===== src/rtl/arb_pkg.sv =====
// Shared types and constants for the four-requester round-robin arbiter.
package arb_pkg;

  localparam int unsigned NREQ         = 4;
  localparam int unsigned IDW          = 2;
  localparam int unsigned HOLDW        = 8;
  localparam int unsigned MAX_HOLD_DEF = 15;

  typedef enum logic [1:0] {
    IDLE    = 2'd0,
    GRANT   = 2'd1,
    RELEASE = 2'd2
  } arb_state_t;

endpackage


===== src/rtl/rr_pick.sv =====
// Combinational rotated priority encoder: the first set request at or after ptr
// (modulo 4) wins.
module rr_pick
  import arb_pkg::*;
(
  input  logic [NREQ-1:0] req,
  input  logic [IDW-1:0]  ptr,
  output logic [IDW-1:0]  winner,
  output logic            any
);

  logic [2*NREQ-1:0] req_dbl;
  logic [NREQ-1:0]   rot;
  logic [IDW-1:0]    rot_idx;

  // Rotate so that bit 0 is the requester at ptr, encode lowest set bit, rotate back.
  always_comb begin
    req_dbl    = {req, req};
    rot        = NREQ'(req_dbl >> ptr);
    rot_idx[0] = ~rot[0] & (rot[1] | (~rot[2] & rot[3]));
    rot_idx[1] = ~rot[0] & ~rot[1];
    winner     = rot_idx + ptr;
    any        = |req;
  end

endmodule


===== src/rtl/rr_req_arbiter.sv =====
// Round-robin arbiter with registered one-hot grant held until the owner drops req.
// Optional grant tenure limit and revocation is enabled by defining ARB_TIMEOUT_EN.
module rr_req_arbiter
  import arb_pkg::*;
#(
  parameter int unsigned MAX_HOLD = MAX_HOLD_DEF
) (
  input  logic            clk,
  input  logic            rst_n,
  input  logic [NREQ-1:0] req,
  output logic [NREQ-1:0] gnt,
  output logic [IDW-1:0]  gnt_id,
  output logic            gnt_v,
  output logic            busy,
  output logic            timeout
);

  if (MAX_HOLD < 1 || MAX_HOLD > 255) begin : g_bad_max_hold
    $error("rr_req_arbiter: MAX_HOLD must be in 1..255");
  end

  arb_state_t      state_q, state_d;
  logic [IDW-1:0]  ptr_q, ptr_d;
  logic [NREQ-1:0] gnt_q, gnt_d;
  logic [IDW-1:0]  gnt_id_q, gnt_id_d;
  logic            gnt_v_q, gnt_v_d;
  logic            busy_q, busy_d;
  logic            timeout_q, timeout_d;
  logic            rel;
  logic [NREQ-1:0] req_elig;
  logic [IDW-1:0]  win;
  logic            win_any;

`ifdef ARB_TIMEOUT_EN
  logic [HOLDW-1:0] hold_q, hold_d, hold_inc;
  logic [NREQ-1:0]  mask_q, mask_d;

  // A revoked requester sits out until it has been seen idle once.
  assign req_elig = req & ~mask_q;
`else
  assign req_elig = req;
`endif

  rr_pick u_pick (
    .req    (req_elig),
    .ptr    (ptr_q),
    .winner (win),
    .any    (win_any)
  );

  always_comb begin
    state_d   = state_q;
    ptr_d     = ptr_q;
    gnt_d     = gnt_q;
    gnt_id_d  = gnt_id_q;
    gnt_v_d   = gnt_v_q;
    timeout_d = 1'b0;
    rel       = 1'b0;
`ifdef ARB_TIMEOUT_EN
    hold_d    = hold_q;
    hold_inc  = hold_q + HOLDW'(1);
    mask_d    = mask_q & req;
`endif
    unique case (state_q)
      IDLE: begin
        if (win_any) begin
          state_d  = GRANT;
          gnt_d    = NREQ'(1) << win;
          gnt_id_d = win;
          gnt_v_d  = 1'b1;
`ifdef ARB_TIMEOUT_EN
          hold_d   = '0;
`endif
        end
      end
      GRANT: begin
        rel = ~req[gnt_id_q];
`ifdef ARB_TIMEOUT_EN
        if (!rel) begin
          if (hold_inc == HOLDW'(MAX_HOLD)) begin
            rel               = 1'b1;
            timeout_d         = 1'b1;
            mask_d[gnt_id_q]  = 1'b1;
          end else begin
            hold_d = hold_inc;
          end
        end
`endif
        if (rel) begin
          state_d  = RELEASE;
          gnt_d    = '0;
          gnt_v_d  = 1'b0;
          gnt_id_d = '0;
          ptr_d    = gnt_id_q + IDW'(1);
        end
      end
      RELEASE: state_d = IDLE;
      default: state_d = IDLE;
    endcase
    busy_d = (state_d != IDLE);
  end

  always_ff @(posedge clk or negedge rst_n) begin
    if (!rst_n) begin
      state_q   <= IDLE;
      ptr_q     <= '0;
      gnt_q     <= '0;
      gnt_id_q  <= '0;
      gnt_v_q   <= 1'b0;
      busy_q    <= 1'b0;
      timeout_q <= 1'b0;
    end else begin
      state_q   <= state_d;
      ptr_q     <= ptr_d;
      gnt_q     <= gnt_d;
      gnt_id_q  <= gnt_id_d;
      gnt_v_q   <= gnt_v_d;
      busy_q    <= busy_d;
      timeout_q <= timeout_d;
    end
  end

`ifdef ARB_TIMEOUT_EN
  always_ff @(posedge clk or negedge rst_n) begin
    if (!rst_n) begin
      hold_q <= '0;
      mask_q <= '0;
    end else begin
      hold_q <= hold_d;
      mask_q <= mask_d;
    end
  end
`endif

  assign gnt     = gnt_q;
  assign gnt_id  = gnt_id_q;
  assign gnt_v   = gnt_v_q;
  assign busy    = busy_q;
  assign timeout = timeout_q;

endmodule


===== config.mk =====
export PLATFORM = sky130hd
export DESIGN_NAME = rr_req_arbiter
export DESIGN_NICKNAME = d
export VERILOG_FILES = /design/src/rtl/arb_pkg.sv /design/src/rtl/rr_pick.sv /design/src/rtl/rr_req_arbiter.sv
export SDC_FILE = /design/constraint.sdc
export NUM_CORES = 1
export LEC_CHECK = 0
export BUFFER_PORTS_ARGS = -buffer_cell sky130_fd_sc_hd__clkbuf_2
export CAP_MARGIN = 20
export CORE_MARGIN = 5
export CORE_UTILIZATION = 44
export DETAILED_ROUTE_END_ITERATION = 16
export GPL_TIMING_DRIVEN = 0
export PLACE_DENSITY = 0.69
export SYNTH_ARGS = -nofsm -noshare
export SYNTH_HDL_FRONTEND = slang
export SYNTH_SLANG_ARGS = --single-unit

===== constraint.sdc =====
create_clock -name clk -period 4.31 [get_ports clk]
set_input_delay 0.431 -clock clk [delete_from_list [all_inputs] [get_ports clk]]
set_output_delay 0.431 -clock clk [all_outputs]
set_load 0.05 [all_outputs]

==> flow_metrics.tcl <==
set metrics [dict create \
    dpl.cell_count 91 \
    fp.dieW_microns 49.0 \
    dpl.hpwl_mm 1.00 \
    io_pins 15 \
    finClkSkew_ns 0.00531 \
    vdd_drop_max_mv 0.404 \
    io_buffers 12 \
    clockBufferDepth 2 \
    root_buffer "clkbuf_4" \
    drcViolationCount 0 \
    insertion_delay_ns 0.27 \
    rows 14 \
    tightest_slew_ns 0.692 \
    grt_use_total 0.125 \
    ys_warn_count 0 \
    synthTopCellsByArea "dfrtp_1 45%, o2bb2ai_1 5.2%, a32o_1 4.5%" \
    relSlewSlack 0.535 \
    async_flop_share 1.00 \
    cts_tree "done" \
    avgSynthCellArea_sq_um 10.6 \
    clkTransAtPathRegs_ns 0.08 \
    synthToLayoutAreaGrowth_pct 17.4 \
    layout-drive-gt1-share 0.291 \
    ys_types 33 \
    grt_pass1_wl_mm 2.43 \
    overflow 0 \
    synth_top_cell_by_area "dfrtp_1" \
    critPathArrivalTime_ns 2.50 \
    cp.required_ns 4.47 \
    maxCapViolations 0 \
    synth-edff-count 0 \
    synth_fp_nets 70 \
    diodes 0 \
    grt_pass1_vias 550 \
    ctsResizeCount 0 \
    die_area_sq_um 2400 \
    worst-path-max-fanout 9 \
    drt-total-wl_mm 1.38 \
    yosysSeqAreaShare 0.448 \
    htreeDepth 1 \
    wl_per_cell_microns 14.5 \
    rsz0062_at_grt "no" \
    fin_crit_ns 2.33 \
    ys_ff_latch 12 \
    initial_core_util 0.456 \
    fin_setup_tns_ns 0 \
    fin_cells 95 \
    dpl_cell_area_sq_um 751 \
    ant_nets 0 \
    antenna_found_initial 0 \
    fin_nets 87 \
    synthTopCellsByCount "12 x dfrtp_1, 5 x nor2_1, 4 x nand2_1, 4 x o2bb2ai_1" \
    setup_viol 0 \
    dieHeight_microns 49.0 \
    endpoint_kind "flip-flop" \
    leakage_uw 0.000369 \
    hold_violations 0 \
    first_iter_violations 21 \
    place.gp.congestion 0.664 \
    final_core_util 0.535 \
    fin_crit_sh 0.541 \
    report.final.slew_viol_count 0 \
    clock.fmax_mhz 429 \
    pwr_density_cell_nw_per_um2 832 \
    hold_class "primary input to async pin" \
    syn_area_sq_um 671 \
    cts_sinks 12 \
    synth_top_cell_area_share 0.448 \
    first_pass_iters 4 \
    crit_path_start_kind "flip-flop" \
    status "finished, final reports clean" \
    yosysMostFrequentCell "dfrtp_1" \
    cts_buffers 3 \
    core_area_sq_um 1470 \
    hold_buffers 0 \
    synth_flop_cell "dfrtp_1" \
    post_cts.repair.setup_buffers 0 \
    via_per_inst 5.78 \
    path_class "flip-flop to flip-flop" \
    timing.hold.ws_ns 0.0261 \
    vias 549 \
    syn_inst 63 \
    grt_max_degree 13 \
    final_area_sq_um 787 \
]
==> path summary, 6_finish.rpt <==
| check | startpoint | end | slack (ns) | cells past startpoint |
|---|---|---|---|---|
| hold reg to reg | gnt[3] | gnt[3] | 0.49 | 1 |
| setup / recovery | ptr_q[1] | gnt[0] | 1.98 | 10 |
| hold / removal | rst_n | ptr_q[1] | 0.03 | 1 |
| min in group clk | gnt[3] | gnt[3] | 0.49 | 1 |
| max in group asynchronous | rst_n | gnt[0] | 4.05 | 1 |
| setup reg to reg | ptr_q[1] | gnt[0] | 1.98 | 10 |
==> cell type report <==
class | count | area, sq um
fillers | 141 | 684
plain buffers | 3 | 23.8
well taps | 16 | 20.0
inverters | 2 | 7.51
clock buffers | 4 | 36.3
multi-input cells | 46 | 339
flip-flops and latches | 12 | 300
repair buffers | 12 | 60.1
==> routing by layer <==
layer  track usage  part of all wire  vias to the layer above
li1              -                 -                      268
met1         0.161              0.47                      267
met2         0.200              0.47                       12
met3        0.0367             0.044                        2
met4        0.0404             0.012                        0
met5             0                 0                        -
==> cell usage in the layout (no fill, tap or decap), types with 2 or more instances in the layout <==
cell type   n
inv_1       2
o2bb2ai_1   4
nor3_1      2
a21oi_1     3
clkbuf_4    3
and2b_1     2
a32o_1      3
nor2_1      5
clkbuf_2   12
dfrtp_1    12
nand2_1     4
o21ai_0     2
nor2b_1     2
==> report_power, final <==
part | leakage [uW] | switching (uW) | internal [uW]
Clock | 0.0000210 | 38.0 | 51.4
Combinational | 0.000203 | 232 | 132
Sequential | 0.000145 | 42.7 | 158
==> registers in the layout (all words and copies together), names as in the netlist <==
signal   flops
busy         1
gnt_v        1
ptr_q        2
gnt          4
gnt_id       2
state_q      2
==> critical path, cell delays in order (launching register included) <==
cell and delay (ns):
dfrtp_1 0.32, buf_2 0.17, nand2_1 0.07, a21oi_1 0.13
o2bb2ai_1 0.08, o21a_1 0.17, ha_1 0.22, and3_1 0.19
a32o_1 0.20, a311o_1 0.39, a32o_1 0.28
==> kinds of logic after synthesis <==
logic type,synth area share
XOR/XNOR,0.0131
adder cells (fa/ha/maj),0.0187
AO/OA/AOI/OAI,0.237
other,0.00559
flip-flops,0.448
AND/OR/NAND/NOR,0.183
buffers and inverters,0.0466
multiplexers,0.0485
==> metrics by stage <==
| step | setup slack (ns) | total power, uW |
|---|---|---|
| floorplan | 1.96 | 489 |
| global placement | 1.84 | 560 |
| detailed placement | 1.79 | 567 |
| CTS | 1.97 | 658 |
| global route | 1.83 | 707 |
| finish | 1.98 | 655 |
Power figures use the tool's default switching activity.
